### config.mk
export PLATFORM = sky130hd
export DESIGN_NAME = spie_burst_ctrl_flat
export DESIGN_NICKNAME = d
export VERILOG_FILES = /design/src/rtl/spie_burst_ctrl_if.sv /design/src/rtl/spie_burst_ctrl.sv /design/src/flat_wrapper.sv
export SDC_FILE = /design/constraint.sdc
export NUM_CORES = 1
export LEC_CHECK = 0
export ABC_AREA = 1
export ABC_CLOCK_PERIOD_IN_PS = 6600
export CORE_ASPECT_RATIO = 2
export CORE_UTILIZATION = 63
export CTS_CLUSTER_DIAMETER = 200
export DETAILED_ROUTE_END_ITERATION = 12
export PLACE_DENSITY = 0.84
export SLEW_MARGIN = 10
export SYNTH_ARGS = -nofsm -noshare
export SYNTH_HDL_FRONTEND = slang
export SYNTH_SLANG_ARGS = --single-unit
### constraint.sdc
create_clock -name clk -period 6.6 [get_ports clk]
set_clock_uncertainty 0.15 [all_clocks]
set_input_delay 1.32 -clock clk [delete_from_list [all_inputs] [get_ports clk]]
set_output_delay 1.32 -clock clk [all_outputs]
set_load 0.005 [all_outputs]
### src/rtl/spie_burst_ctrl_if.sv
// rtl/spie_burst_ctrl_if.sv - link between spie_burst_ctrl and the spie_rxtx shift engine
interface spie_burst_ctrl_if;
  logic        cs_n;
  logic        spi_start;
  logic [31:0] spi_data_tx;
  logic        spi_rdy;
  logic [31:0] spi_data_rx;

  modport master (output cs_n, spi_start, spi_data_tx, input spi_rdy, spi_data_rx);
  modport slave  (input cs_n, spi_start, spi_data_tx, output spi_rdy, spi_data_rx);
endinterface

### src/rtl/spie_burst_ctrl.sv
// rtl/spie_burst_ctrl.sv - burst sequencer feeding spie_rxtx from TX/RX word FIFOs
// Owns chip select timing; one word in flight, RX full stalls the next launch.
module spie_burst_fifo #(
  parameter int DEPTH = 8
) (
  input  logic                   clk,
  input  logic                   rst,
  input  logic                   push,
  input  logic [31:0]            push_data,
  input  logic                   pop,
  output logic [31:0]            head,
  output logic                   full,
  output logic                   empty,
  output logic [$clog2(DEPTH):0] count
);
  localparam int AW = $clog2(DEPTH);
  localparam int CW = AW + 1;

  logic [31:0]   mem [DEPTH];
  logic [AW-1:0] wr_ptr;
  logic [AW-1:0] rd_ptr;
  logic          do_push;
  logic          do_pop;

  assign empty   = (count == '0);
  assign full    = (count == CW'(DEPTH));
  assign head    = mem[rd_ptr];
  assign do_pop  = pop && !empty;
  // a full FIFO still takes a word when its head leaves in the same cycle
  assign do_push = push && (!full || do_pop);

  always_ff @(posedge clk) begin
    if (rst) begin
      wr_ptr <= '0;
      rd_ptr <= '0;
      count  <= '0;
    end else begin
      if (do_push) wr_ptr <= wr_ptr + AW'(1);
      if (do_pop)  rd_ptr <= rd_ptr + AW'(1);
      if (do_push && !do_pop)      count <= count + CW'(1);
      else if (do_pop && !do_push) count <= count - CW'(1);
    end
  end

  always_ff @(posedge clk) begin
    if (do_push) mem[wr_ptr] <= push_data;
  end
endmodule

module spie_burst_ctrl #(
  parameter int TX_DEPTH = 8,
  parameter int RX_DEPTH = 8,
  parameter int CS_SETUP = 2,
  parameter int CS_HOLD  = 2
) (
  input  logic                      clk,
  input  logic                      rst,
  input  logic                      wr_en,
  input  logic [31:0]               wr_data,
  input  logic                      rd_en,
  output logic [31:0]               rd_data,
  input  logic                      cs_req,
  input  logic                      rx_discard,
  output logic                      tx_full,
  output logic                      rx_empty,
  output logic [$clog2(TX_DEPTH):0] tx_count,
  output logic [$clog2(RX_DEPTH):0] rx_count,
  output logic                      busy,
  spie_burst_ctrl_if.master         spi
);
  localparam int CNT_MAX = (CS_SETUP > CS_HOLD) ? CS_SETUP : CS_HOLD;
  localparam int CNT_W   = $clog2(CNT_MAX + 1);

  typedef enum logic [2:0] {IDLE, SETUP, ACTIVE, ARM, WAIT, HOLD} state_t;

  state_t           state, state_next;
  logic [CNT_W-1:0] cnt, cnt_next;
  logic [31:0]      tx_head;
  logic             tx_empty;
  logic             rx_full;
  logic             launch;
  logic             tx_pop;
  logic             rx_push;
  logic             start_next;
  logic             cs_n_next;
  logic [31:0]      data_tx_next;

  spie_burst_fifo #(.DEPTH(TX_DEPTH)) u_tx (
    .clk(clk), .rst(rst), .push(wr_en), .push_data(wr_data), .pop(tx_pop),
    .head(tx_head), .full(tx_full), .empty(tx_empty), .count(tx_count)
  );

  spie_burst_fifo #(.DEPTH(RX_DEPTH)) u_rx (
    .clk(clk), .rst(rst), .push(rx_push), .push_data(spi.spi_data_rx), .pop(rd_en),
    .head(rd_data), .full(rx_full), .empty(rx_empty), .count(rx_count)
  );

  // launching only with RX room is what keeps the RX FIFO from overflowing
  assign launch = (state == ACTIVE) && cs_req && !tx_empty && (rx_discard || !rx_full);
  assign busy   = (state != IDLE);

  always_ff @(posedge clk) begin
    if (rst) begin
      state           <= IDLE;
      cnt             <= '0;
      spi.cs_n        <= 1'b1;
      spi.spi_start   <= 1'b0;
      spi.spi_data_tx <= '0;
    end else begin
      state           <= state_next;
      cnt             <= cnt_next;
      spi.cs_n        <= cs_n_next;
      spi.spi_start   <= start_next;
      spi.spi_data_tx <= data_tx_next;
    end
  end

  always_comb begin
    state_next = state;
    cnt_next   = cnt;
    case (state)
      IDLE: begin
        if (cs_req) begin
          state_next = SETUP;
          cnt_next   = CNT_W'(CS_SETUP - 1);
        end
      end
      SETUP: begin
        if (!cs_req) begin
          state_next = HOLD;
          cnt_next   = CNT_W'(CS_HOLD - 1);
        end else if (cnt == '0) begin
          state_next = ACTIVE;
        end else begin
          cnt_next = cnt - CNT_W'(1);
        end
      end
      ACTIVE: begin
        if (!cs_req) begin
          state_next = HOLD;
          cnt_next   = CNT_W'(CS_HOLD - 1);
        end else if (launch) begin
          state_next = ARM;
        end
      end
      // rdy is still high from the previous word here, so it is not looked at
      ARM:  state_next = WAIT;
      WAIT: if (spi.spi_rdy) state_next = ACTIVE;
      HOLD: begin
        if (cnt == '0) state_next = IDLE;
        else           cnt_next   = cnt - CNT_W'(1);
      end
      default: state_next = IDLE;
    endcase
  end

  always_comb begin
    tx_pop       = launch;
    rx_push      = (state == WAIT) && spi.spi_rdy && !rx_discard;
    start_next   = launch;
    data_tx_next = launch ? tx_head : spi.spi_data_tx;
    cs_n_next    = (state_next == IDLE);
  end
endmodule

### src/flat_wrapper.sv
// flat-port wrapper written by rule: the top's interface ports become plain ports
module spie_burst_ctrl_flat 
#(
  parameter int TX_DEPTH = 8,
  parameter int RX_DEPTH = 8,
  parameter int CS_SETUP = 2,
  parameter int CS_HOLD  = 2
)
  (clk, rst, wr_en, wr_data, rd_en, rd_data, cs_req, rx_discard, tx_full, rx_empty, tx_count, rx_count, busy, spi_cs_n, spi_spi_start, spi_spi_data_tx, spi_spi_rdy, spi_spi_data_rx);
  spie_burst_ctrl_if spi_i ();
  input  logic clk;
  input  logic rst;
  input  logic wr_en;
  input  logic [31:0] wr_data;
  input  logic rd_en;
  output logic [31:0] rd_data;
  input  logic cs_req;
  input  logic rx_discard;
  output logic tx_full;
  output logic rx_empty;
  output logic [$clog2(TX_DEPTH):0] tx_count;
  output logic [$clog2(RX_DEPTH):0] rx_count;
  output logic busy;
  output wire logic [$bits(spi_i.cs_n)-1:0] spi_cs_n;
  output wire logic [$bits(spi_i.spi_start)-1:0] spi_spi_start;
  output wire logic [$bits(spi_i.spi_data_tx)-1:0] spi_spi_data_tx;
  input wire logic [$bits(spi_i.spi_rdy)-1:0] spi_spi_rdy;
  input wire logic [$bits(spi_i.spi_data_rx)-1:0] spi_spi_data_rx;
  assign spi_cs_n = spi_i.cs_n;
  assign spi_spi_start = spi_i.spi_start;
  assign spi_spi_data_tx = spi_i.spi_data_tx;
  assign spi_i.spi_rdy = spi_spi_rdy;
  assign spi_i.spi_data_rx = spi_spi_data_rx;
  spie_burst_ctrl #(.TX_DEPTH(TX_DEPTH), .RX_DEPTH(RX_DEPTH), .CS_SETUP(CS_SETUP), .CS_HOLD(CS_HOLD)) u_core (.clk(clk), .rst(rst), .wr_en(wr_en), .wr_data(wr_data), .rd_en(rd_en), .rd_data(rd_data), .cs_req(cs_req), .rx_discard(rx_discard), .tx_full(tx_full), .rx_empty(rx_empty), .tx_count(tx_count), .rx_count(rx_count), .busy(busy), .spi(spi_i));
endmodule
==> impl_metrics.py, run 1 <==
metrics = {
    "finish": {
        "syn_to_final_growth_pct": 14.8,
        "layoutNonFillerInstCount": 2447,
        "diodes": 0,
        "nNetsFinal": 2048,
        "drive_gt1_frac": 0.0644,
        "fin_area_um2": 25900,
    },
    "setup_path": {
        "critPathMaxFanout": 76,
        "r2r-start": "u_core.state[0]$_SDFF_PP0_",
        "criticalPathCategory": "register to output pin",
        "required_ns": 5.13,
        "rrSetupSlack_ns": 3.44,
        "critPathLaunchType": "register",
        "crit_arrival_ns": 3.68,
        "cp-end-kind": "output pin",
    },
    "pwr": {
        "pwr-share-clk": 0.330,
        "pwr-share-seq": 0.494,
        "power_density_nw_per_um2": 328,
        "switching_share": 0.261,
        "ir_drop_v": 0.000264,
        "p_int_w": 0.00627,
        "p_leak_nw": 8.82,
        "combPwrFrac": 0.176,
        "p_sw_w": 0.00221,
    },
    "timing": {
        "tightest_slew_ns": 1.23,
        "fin_crit_ns": 5.15,
        "final_hold_viol_count": 0,
        "rsz0062_at_grt": "no",
        "setup_tns_ns": 0,
        "maxSlewHeadroom": 0.182,
        "slew_violations": 0,
        "fmax_mhz": 194,
        "finalSetupViolations": 0,
        "final.period_utilization": 0.780,
    },
    "clocking": {
        "cts_hold_buffers": 0,
        "clock_latency_ns": 0.56,
        "postCtsSetupBuffers": 0,
        "clock_path_buffers": 3,
        "tritoncts": "yes",
        "clk_pin_slew_ns": 0.06,
        "htreeDepth": 2,
        "cts_resized": 0,
        "cts_buffers": 46,
        "cts-root-buf": "clkbuf_16",
        "clock-sinks": 574,
    },
    "synth": {
        "synth_top_area_cell": "edfxtp_1",
        "yosysWarnings": 0,
        "netlist_area_um2": 22500,
        "synth_top_cell_area_share": 0.682,
        "synthesis.nets": 1942,
        "synth_area_per_cell_um2": 12.1,
        "synthTopCellsByArea": "edfxtp_1 68%, nor2_1 7.2%, o21ai_0 6.2%",
        "synth_cell_type_count": 32,
        "synth-seq-cells": 574,
        "ys_seq_area_frac": 0.737,
        "synth_cells": 1859,
    },
    "placed_design": {
        "placed_cells": 2362,
        "dpl_cell_area_um2": 24300,
        "gp_congestion": 0.906,
        "port_buffers": 147,
        "hpwl_mm": 29.3,
    },
    "flow_run": {
        "maxCapViolations": 0,
    },
    "drt": {
        "first_pass_iters": 6,
        "wl_per_cell_um": 20.4,
        "drc": 0,
        "ant_nets": 0,
        "num_vias": 14700,
        "wl_mm": 50.0,
        "via_per_inst": 6.03,
        "drtIter0Drc": 1449,
    },
    "floorplanning": {
        "placementRows": 97,
        "initial_utilization": 0.642,
        "dieArea_um2": 36600,
        "die_x_um": 136,
        "fp.dieH_um": 269,
        "ios": 148,
        "core-area_um2": 35100,
    },
    "grt": {
        "grt_pass1_wl_mm": 76.9,
        "antenna_found_initial": 0,
        "first_global_vias": 14900,
        "grt_max_degree": 131,
        "grt-ovfl-total": 0,
        "grt_use_total": 0.278,
    },
    "worst_hold_path": {
        "holdCritPathClass": "register to register",
        "worstHoldStart": "u_core.cnt[1]$_SDFFE_PP0P_",
    },
    "status": {
        "status": "complete, no violations",
    },
}
cell usage in the layout, fill, tap and decap left out, types with 2 or more instances in the layout:
cell and n:
o21ai_0 278, fa_1 2, clkbuf_1 5, clkinv_2 9, nor3_1 3, nand3_2 2
clkdlybuf4s50_1 147, a21oi_1 83, dfxtp_1 58, xor2_1 4, inv_1 33, dfxtp_4 2
nand3_1 41, xnor2_1 4, dfxtp_2 2, nor2_4 12, nor2_1 418, ha_1 10
edfxtp_1 512, o211ai_1 32, clkinv_1 11, clkinvlp_4 3, o21ai_1 24, inv_2 7
a31oi_1 32, clkbuf_16 49, nand3b_1 2, buf_4 19, clkinv_4 2, bufinv_16 5
nand2_1 173, nor3_4 2, nand2_2 5, nor3_2 2, clkbuf_8 3
power groups by stage:
stage	combinational [W]	clock, W	sequential [W]
after detailed placement	0.00148	0	0.00426
after CTS	0.00149	0.00282	0.00418
after global placement	0.00142	0	0.00425
final	0.00149	0.00280	0.00419
after floorplan	0.000870	0	0.00419
after global routing	0.00164	0.00295	0.00420
critical path: stages, from the launching register on:
cell             delay (ns)
dfxtp_4                0.81
clkinv_2               0.76
buf_12                 0.45
nor2_1                 0.15
o21ai_0                0.12
a21oi_1                0.16
a31oi_1                0.07
clkdlybuf4s50_1        0.50
Yosys cell counts:
cell type / count
a21oi_1: 83
a31oi_1: 32
buf_1: 6
buf_2: 32
buf_4: 14
buf_6: 5
clkbuf_1: 51
clkbuf_2: 1
clkinv_1: 1
clkinv_4: 1
dfxtp_1: 62
edfxtp_1: 512
fa_1: 2
ha_1: 10
inv_1: 33
inv_2: 9
nand2_1: 173
nand2_2: 5
nand2_4: 1
nand3_1: 41
nand3_2: 2
nand3b_1: 2
nand4_1: 1
nor2_1: 430
nor2_2: 1
nor3_1: 5
nor3_2: 2
o211ai_1: 32
o21ai_0: 278
o21ai_1: 24
xnor2_1: 4
xor2_1: 4
area by class of cell:
cell class / instances / area (um2)
inverter: 44 / 173
clock inverter: 28 / 268
tap: 445 / 557
fill: 2132 / 9210
clock buffer: 57 / 1290
timing repair buffer: 167 / 1630
multi-input combinational: 1132 / 5320
sequential: 574 / 16600
metal layers:
| layer | track usage | routed length [um] |
|---|---|---|
| met5 | 0 | 0 |
| met4 | 0.147 | 2130 |
| met3 | 0.0352 | 3110 |
| met2 | 0.515 | 27900 |
| met1 | 0.299 | 16900 |
metrics by stage:
stage / hold WS [ns] / worst slack (ns) / utilization / total power [W]
after global routing: 0.369 / 1.21 / 0.737 / 0.00879
after CTS: 0.343 / 1.44 / 0.737 / 0.00850
after floorplan: 0.283 / 2.06 / - / 0.00506
after global placement: 0.300 / 2.16 / 0.693 / 0.00567
final: 0.344 / 1.45 / 0.737 / 0.00848
after detailed placement: 0.334 / 2.08 / 0.693 / 0.00574
registers in the layout (all words and copies together) (netlist names), named ones only:
register	flops
u_core.u_tx.wr_ptr	3
u_core.u_rx.count	4
u_core.u_rx.rd_ptr	3
u_core.cnt	2
u_core.u_rx.wr_ptr	3
u_core.u_tx.count	4
u_core.spi.spi_data_tx	32
u_core.spi.cs_n	1
u_core.u_tx.mem	256
u_core.state	3
u_core.spi.spi_start	1
u_core.u_rx.mem	256
u_core.u_tx.rd_ptr	3
kinds of logic after synthesis:
kind of cell,count (synthesis),synth area share
buf+inv,153,0.0315
compound gates,449,0.105
fa+ha+maj,12,0.00733
xor+xnor,8,0.00311
flops,574,0.737
simple gates,663,0.116
final timing paths:
check	endpoint	depth (start not counted)
setup / recovery	rd_data[13]	7
hold / removal	u_core.cnt[1]$_SDFFE_PP0P_	2
setup reg to reg	u_core.u_rx.mem[4][5]$_DFFE_PP_	10
hold reg to reg	u_core.cnt[1]$_SDFFE_PP0P_	2
Power figures use the tool's default switching activity.
==> inputs of run 2 (changes only) <==
--- a/config.mk
+++ b/config.mk
@@ -6,12 +6,12 @@
 export NUM_CORES = 1
 export LEC_CHECK = 0
 export ABC_AREA = 1
-export ABC_CLOCK_PERIOD_IN_PS = 6600
+export ABC_CLOCK_PERIOD_IN_PS = 4450
 export CORE_ASPECT_RATIO = 2
-export CORE_UTILIZATION = 63
+export CORE_UTILIZATION = 53
 export CTS_CLUSTER_DIAMETER = 200
 export DETAILED_ROUTE_END_ITERATION = 12
-export PLACE_DENSITY = 0.84
+export PLACE_DENSITY = 0.76
 export SLEW_MARGIN = 10
 export SYNTH_ARGS = -nofsm -noshare
 export SYNTH_HDL_FRONTEND = slang
==> constraint.sdc (replaced) <==
create_clock -name clk -period 4.45 [get_ports clk]
set_clock_uncertainty 0.15 [all_clocks]
set_input_delay 0.89 -clock clk [delete_from_list [all_inputs] [get_ports clk]]
set_output_delay 0.89 -clock clk [all_outputs]
set_load 0.005 [all_outputs]
==> impl_metrics.py, run 2 (synthesized netlist as in run 1, its figures left out) <==
metrics = {
    "status": {
        "status": "complete, no violations",
    },
    "floorplanning": {
        "dieArea_um2": 43400,
        "fp.dieH_um": 294,
        "ios": 148,
        "initial_utilization": 0.538,
        "placementRows": 106,
        "die_x_um": 148,
        "core-area_um2": 41900,
    },
    "drt": {
        "wl_per_cell_um": 19.6,
        "drc": 0,
        "wl_mm": 50.2,
        "ant_nets": 0,
        "via_per_inst": 5.67,
        "drtIter0Drc": 954,
        "num_vias": 14500,
        "first_pass_iters": 5,
    },
    "finish": {
        "layout_common_cells": "512 x edfxtp_1, 418 x nor2_1, 278 x o21ai_0",
        "drive_gt1_frac": 0.0690,
        "reg_top3": "u_core.u_rx.mem (256), u_core.u_tx.mem (256), u_core.spi.spi_data_tx (32)",
        "layoutNonFillerInstCount": 2556,
        "fin_area_um2": 26100,
        "nNetsFinal": 2060,
        "syn_to_final_growth_pct": 15.7,
        "final_common_cell": "edfxtp_1",
    },
    "pwr": {
        "power_density_nw_per_um2": 482,
        "p_leak_nw": 8.90,
        "power.total_w": 0.0126,
        "ir_drop_v": 0.000366,
    },
    "clocking": {
        "cts_buffers": 45,
        "clk_pin_slew_ns": 0.07,
        "cts-root-buf": "clkbuf_16",
        "htreeDepth": 2,
        "tritoncts": "yes",
        "cts_hold_buffers": 0,
        "cts_resized": 0,
        "clock-sinks": 574,
        "clock_path_buffers": 3,
        "postCtsSetupBuffers": 0,
        "clock_latency_ns": 0.56,
    },
    "timing": {
        "setup_tns_ns": 0,
        "final_hold_viol_count": 0,
        "maxSlewHeadroom": 0.425,
        "rsz0062_at_grt": "no",
        "tightest_slew_ns": 0.863,
        "final.period_utilization": 0.923,
        "slew_violations": 0,
        "fmax_mhz": 243,
        "finalSetupViolations": 0,
        "fin_crit_ns": 4.11,
        "whs_ns": 0.325,
    },
    "worst_hold_path": {
        "holdCritPathClass": "register to register",
    },
    "placed_design": {
        "hpwl_mm": 29.1,
        "placed_cells": 2470,
        "dpl_cell_area_um2": 24500,
        "port_buffers": 147,
        "gp_congestion": 0.813,
    },
    "grt": {
        "grt_pass1_wl_mm": 77.1,
        "grt_use_total": 0.233,
        "grt_max_degree": 98,
        "first_global_vias": 14700,
        "antenna_found_initial": 2,
        "grt-ovfl-total": 0,
    },
    "setup_path": {
        "cp-end-kind": "output pin",
        "cpPeakStageDelay_ns": 0.54,
        "critPathLaunchType": "register",
        "critPathMaxFanout": 84,
        "criticalPathCategory": "register to output pin",
        "crit_arrival_ns": 3.07,
        "slowest_stage": "dfxtp_4",
        "required_ns": 3.41,
        "crit_chain": "inv_2 > buf_12 > nor2_1 > o21ai_0 > a21oi_1 > a31oi_1 > clkdlybuf4s50_1",
    },
    "flow_run": {
        "maxCapViolations": 0,
    },
}
run 2: cell count changes in the layout (fill, tap and decap cells not counted), sizes merged:
cell / before / now
diode: 0 / 2
clkinv: 22 / 20
bufinv: 5 / 6
inv: 41 / 44
clkinvlp: 4 / 1
buf: 20 / 33
run 2: cell type report:
type | instances | area (um2)
repair buffers | 180 | 1770
clock inverters | 27 | 288
diodes | 2 | 5.00
inverters | 44 | 170
well taps | 540 | 676
fillers | 3067 | 15800
flip-flops and latches | 574 | 16600
clock buffers | 57 | 1240
multi-input cells | 1132 | 5300
run 2: critical path, delay by kind of cell (launching register included):
family,cells,cell delay [ns]
AO/OA/AOI/OAI,3,0.57
AND/OR/NAND/NOR,1,0.08
flip-flops,1,0.54
buffers and inverters,3,1.26
run 2: per-stage QoR:
| step | worst slack (ns) | util |
|---|---|---|
| 2_1_floorplan | 0.337 | - |
| 3_3_place_gp | 0.860 | 0.586 |
| 3_5_place_dp | 0.789 | 0.586 |
| 4_1_cts | 0.297 | 0.622 |
| 5_1_grt | 0.187 | 0.622 |
| 6_report | 0.341 | 0.622 |
run 2: worst paths after layout:
path | cells past startpoint | startpoint | end | slack, ns
setup / recovery | 7 | register | rd_data[15] | 0.34
hold reg to reg | 2 | u_core.u_rx.rd_ptr[2]$_SDFFE_PP0P_ | u_core.u_rx.rd_ptr[2]$_SDFFE_PP0P_ | 0.32
setup reg to reg | 16 | u_core.u_rx.count[3]$_SDFFE_PP0P_ | u_core.u_tx.count[3]$_SDFFE_PP0P_ | 1.77
hold / removal | 2 | u_core.u_rx.rd_ptr[2]$_SDFFE_PP0P_ | u_core.u_rx.rd_ptr[2]$_SDFFE_PP0P_ | 0.32
run 2: where the power goes:
group	switching (W)	internal [W]	leakage (nW)
clock network	0.00178	0.00234	0.753
logic	0.00132	0.000944	3.02
registers	0.000161	0.00603	5.13
run 2: routing by layer:
| metal | global-route usage | part of all wire | vias up |
|---|---|---|---|
| li1 | - | - | 6811 |
| met3 | 0.0332 | 0.068 | 148 |
| met4 | 0.129 | 0.047 | 0 |
| met1 | 0.244 | 0.34 | 6970 |
| met2 | 0.440 | 0.54 | 561 |
| met5 | 0 | 0 | - |
==> inputs of run 3 (changes only) <==
--- a/config.mk
+++ b/config.mk
@@ -11,6 +11,7 @@
 export CORE_UTILIZATION = 53
 export CTS_CLUSTER_DIAMETER = 200
 export DETAILED_ROUTE_END_ITERATION = 12
+export GPL_TIMING_DRIVEN = 0
 export PLACE_DENSITY = 0.76
 export SLEW_MARGIN = 10
 export SYNTH_ARGS = -nofsm -noshare
==> impl_metrics.py, run 3 (synthesized netlist as in run 1, its figures left out) <==
metrics = {
    "setup_path": {
        "r2r_end": "u_core.u_rx.mem[5][7]$_DFFE_PP_",
        "ff2ff_path_depth": 11,
        "rrSetupSlack_ns": 1.68,
        "cp-end-kind": "output pin",
        "required_ns": 3.41,
        "criticalPathCategory": "register to output pin",
        "critPathLaunchType": "register",
        "crit_arrival_ns": 2.94,
        "r2r-start": "u_core.state[0]$_SDFF_PP0_",
        "critPathMaxFanout": 10,
    },
    "timing": {
        "rsz0062_at_grt": "no",
        "final.period_utilization": 0.895,
        "finalSetupViolations": 0,
        "slew_violations": 0,
        "setup_tns_ns": 0,
        "fin_crit_ns": 3.98,
        "tightest_slew_ns": 0.873,
        "final_hold_viol_count": 0,
        "maxSlewHeadroom": 0.417,
        "fmax_mhz": 251,
    },
    "placed_design": {
        "dpl_cell_area_um2": 25200,
        "gp_congestion": 0.878,
        "port_buffers": 147,
        "placed_cells": 2569,
        "hpwl_mm": 41.5,
    },
    "floorplanning": {
        "core-area_um2": 41900,
        "die_x_um": 148,
        "initial_utilization": 0.538,
        "dieArea_um2": 43400,
        "fp.dieH_um": 294,
        "placementRows": 106,
        "ios": 148,
    },
    "grt": {
        "antenna_found_initial": 0,
        "first_global_vias": 15700,
        "grt_max_degree": 26,
        "grt_util_met1": 0.262,
        "use_met3": 0.0361,
        "grt-ovfl-total": 0,
        "gr-max-usage-layer": "met2",
        "gr-usage-met2": 0.528,
        "grt_use_total": 0.273,
        "grt_pass1_wl_mm": 87.9,
    },
    "finish": {
        "ff_latch_area_um2": 16600,
        "layoutNonFillerInstCount": 2655,
        "fin_area_um2": 26800,
        "layout_common_cells": "512 x edfxtp_1, 418 x nor2_1, 278 x o21ai_0",
        "nNetsFinal": 2161,
        "reg_top3": "u_core.u_rx.mem (256), u_core.u_tx.mem (256), u_core.spi.spi_data_tx (32)",
        "multi_input_area_um2": 5320,
        "syn_to_final_growth_pct": 18.8,
        "final_common_cell": "edfxtp_1",
        "drive_gt1_frac": 0.0837,
        "utilization": 0.638,
        "nFillCells": 3082,
    },
    "drt": {
        "drtIter0Drc": 1174,
        "wl_mm": 59.0,
        "drc": 0,
        "num_vias": 15400,
        "first_pass_iters": 5,
        "wl_per_cell_um": 22.2,
        "ant_nets": 0,
        "via_per_inst": 5.78,
    },
    "clocking": {
        "clock_latency_ns": 0.56,
        "clk_pin_slew_ns": 0.07,
        "tritoncts": "yes",
        "cts_buffers": 47,
        "htreeDepth": 2,
        "clock-sinks": 574,
        "postCtsSetupBuffers": 0,
        "cts_hold_buffers": 0,
        "clock_path_buffers": 3,
        "cts_resized": 0,
        "cts-root-buf": "clkbuf_16",
    },
    "status": {
        "status": "complete, no violations",
    },
    "worst_hold_path": {
        "hold_path_depth": 2,
        "min_to": "u_core.u_rx.rd_ptr[2]$_SDFFE_PP0P_",
        "holdCritPathClass": "register to register",
        "worstHoldStart": "u_core.u_rx.rd_ptr[2]$_SDFFE_PP0P_",
    },
    "pwr": {
        "ir_drop_v": 0.000390,
        "p_leak_nw": 9.21,
        "power_density_nw_per_um2": 482,
        "power.total_w": 0.0129,
    },
    "flow_run": {
        "maxCapViolations": 0,
    },
}
[run 3: cell count changes in the layout (fill, tap and decap cells not counted), moves of 3 or more]
cell and change:
clkinv_1 -7, clkbuf_1 +60, buf_6 +7, buf_4 -10, dfxtp_1 +3, buf_1 +6, nor2_2 -4, nor2_4 +4
buf_12 +4, buf_16 +6, buf_2 +32
[run 3: critical path, cell delays in order, from the launching register on]
cell	delay [ns]
dfxtp_1	0.36
inv_2	0.08
buf_4	0.17
clkbuf_1	0.52
nand2_1	0.10
nand2_1	0.08
a21oi_1	0.08
a31oi_1	0.40
clkdlybuf4s50_1	0.60
[run 3: cell type report]
type                            count  area share
Antenna cell                        1   0.0000935
Buffer                            109      0.0202
Clock buffer                       68      0.0488
Clock inverter                     17     0.00907
Inverter                           44     0.00636
Multi-Input combinational cell   1132       0.199
Sequential cell                   574       0.621
Tap cell                          540      0.0253
Timing Repair Buffer              170      0.0705
[run 3: per-layer routing]
layer  up-vias  part of all wire
met5         -                 0
met4         0             0.061
met3       212             0.064
met2       731              0.56
met1      7385              0.32
li1       7029                 -
[run 3: how the worst max path moves through the flow]
stage                           start                                to  slack (ns)
after detailed placement       cs_req  u_core.u_tx.mem[6][25]$_DFFE_PP_        0.71
after global placement    spi_spi_rdy  u_core.u_rx.mem[5][17]$_DFFE_PP_       -2.17
after CTS                    register                        rd_data[5]        0.51
after global routing         register                        rd_data[5]        0.30
after floorplan           spi_spi_rdy   u_core.u_rx.mem[3][0]$_DFFE_PP_        0.34
final                        register                        rd_data[5]        0.47
[run 3: per-stage QoR]
step                      hold WS (ns)  setup WS, ns
after floorplan                  0.283         0.337
after CTS                        0.325         0.514
after detailed placement         0.316         0.711
after global routing             0.354         0.301
after global placement           0.303         -2.17
final                            0.318         0.469
[run 3: power by group]
part           total (W)  internal, W  switching (W)
registers        0.00612      0.00603      0.0000893
logic            0.00258      0.00100        0.00158
clock network    0.00421      0.00239        0.00182
==> RTL change (settings of run 2) <==
`RX_DEPTH` is set to 8 in 2 places; all go to 16.
--- a/src/rtl/spie_burst_ctrl.sv
+++ b/src/rtl/spie_burst_ctrl.sv
@@ -49,7 +49,7 @@
 
 module spie_burst_ctrl #(
   parameter int TX_DEPTH = 8,
-  parameter int RX_DEPTH = 8,
+  parameter int RX_DEPTH = 16,
   parameter int CS_SETUP = 2,
   parameter int CS_HOLD  = 2
 ) (
--- a/src/flat_wrapper.sv
+++ b/src/flat_wrapper.sv
@@ -2,7 +2,7 @@
 module spie_burst_ctrl_flat 
 #(
   parameter int TX_DEPTH = 8,
-  parameter int RX_DEPTH = 8,
+  parameter int RX_DEPTH = 16,
   parameter int CS_SETUP = 2,
   parameter int CS_HOLD  = 2
 )
Ports: changed (resized rx_count); port bits go from 148 to 149. The function was not compared with the original's and may differ.
==> RTL change against run 2 <==
Combinational power up 53%. Die area up 50%. Final area up 48%. Sequential cell count up 260. Count of clock-buffer cells in the layout up 26. Setup slack better by 80 ps. Routed wire length up 54%. Area after synthesis up 50%. Power up 47%. Critical path type unchanged. Critical endpoint is now rd_data[16]. Highest routed layer is now met5.
==> RTL change: results (changes against run 2) <==
stage,metric,value,unit,change
yosys,Commonest cells post-synth,"768 x edfxtp_1, 367 x inv_1, 277 x nand2_1",,
critical_path,critical path arrival,2990,ps,-80 ps
drt,drt first-iter violations,1817,,+90%
yosys,Unique masters post-synth,28,,-13%
critical_path,crit-path max FO,76,,-9.5%
yosys,"Seq/Total Area, Yosys",72.00,%,-1.7 points
cells_and_area,Signal inverters,373,,+750%
critical_path,reg2reg path depth,13,,-3
clocking,CTS buffer count,70,,+56%
cells_and_area,clk tree area frac,5.809,%,-0.065 points
cells_and_area,layout cell share with drive strength beyond 1,6.836,%,-0.065 points
global_route,met2 Usage GRT,44.67,%,+0.68 points
global_route,grt met1 use,25.93,%,+1.5 points
placement,PortBufs,148,,+0.68%
yosys,Yosys top cell area share,68.10,%,-0.13 points
yosys,Avg Inst Size Synth,12.00,um^2,-1.0%
placement,gpl congestion,0.8175,,+0.62%
drt,routed vias/inst,5.702,,+0.59%
placement,DP Area,0.03624,mm^2,+48%
power_and_ir_drop,leak pwr,13.61,nW,+53%
critical_path,RR Endpoint,u_core.u_rx.count[4],,
placement,Detail Placement HPWL,45.02,mm,+55%
cells_and_area,Non-CTS buffers,209,,+16%
global_route,first-pass GRT wire length,118.9,mm,+54%
yosys,Area contributors post-synth,"edfxtp_1 68%, inv_1 4.1%, dfxtp_1 3.9%",,
yosys,Syn Nets,2910,,+50%
timing,fin crit period,4029,ps,-80.03 ps
run_status,status,"complete, no violations",,
clocking,insertion delay to the later sink of the worst-skew pair,620,ps,+60 ps
==> RTL change: changes by cell type in the layout (fill, tap and decap cells not counted), moves of 130 or more <==
cell      change
inv_1       +333
edfxtp_1    +256
nor2_1      -196
nand3_1     +195
a21oi_1     +131
o211ai_1    +130
==> RTL change: routing by layer <==
| layer | part of all wire (%) | wire (um) |
|---|---|---|
| met1 | 35 | 27330 |
| met5 | 0.016 | 12 |
| met3 | 6.6 | 5095 |
| met4 | 4.0 | 3086 |
| met2 | 54 | 41880 |
==> RTL change: how the worst max path moves through the flow <==
stage / end / start / cells past startpoint
global placement: u_core.u_tx.count[3] / cs_req / 18
global route: rd_data[16] / flip-flop / 6
finish: rd_data[16] / flip-flop / 7
detailed placement: u_core.u_tx.count[3] / cs_req / 18
floorplan: u_core.u_rx.mem[10][0] / spi_spi_rdy / 6
CTS: rd_data[16] / flip-flop / 7
==> RTL change: where the power goes <==
group          internal, mW  total (mW)  leakage, nW  switching, mW
logic                  1.40        3.46         5.04           2.06
registers              8.72        8.93         7.46          0.210
clock network          3.28        6.07         1.10           2.79
total                  13.4        18.5         13.6           5.06
==> RTL change: kinds of logic (layout without fill, tap and decap cells) <==
kind of cell	after synthesis	in the layout	share of synthesized area [%]
adder cells (fa/ha/maj)	16	16	0.6355
buffers and inverters	544	705	6.798
AND/OR/NAND/NOR	767	767	9.465
flip-flops	834	834	72.00
XOR/XNOR	9	9	0.2327
AO/OA/AOI/OAI	653	653	10.87
==> RTL change: critical path, stage by stage (launching register included) <==
cell	delay, ps
dfxtp_4	630
buf_4	630
a21oi_1	180
o21ai_0	120
nand3_1	120
nand3_1	130
nand2_1	80
clkdlybuf4s50_1	450
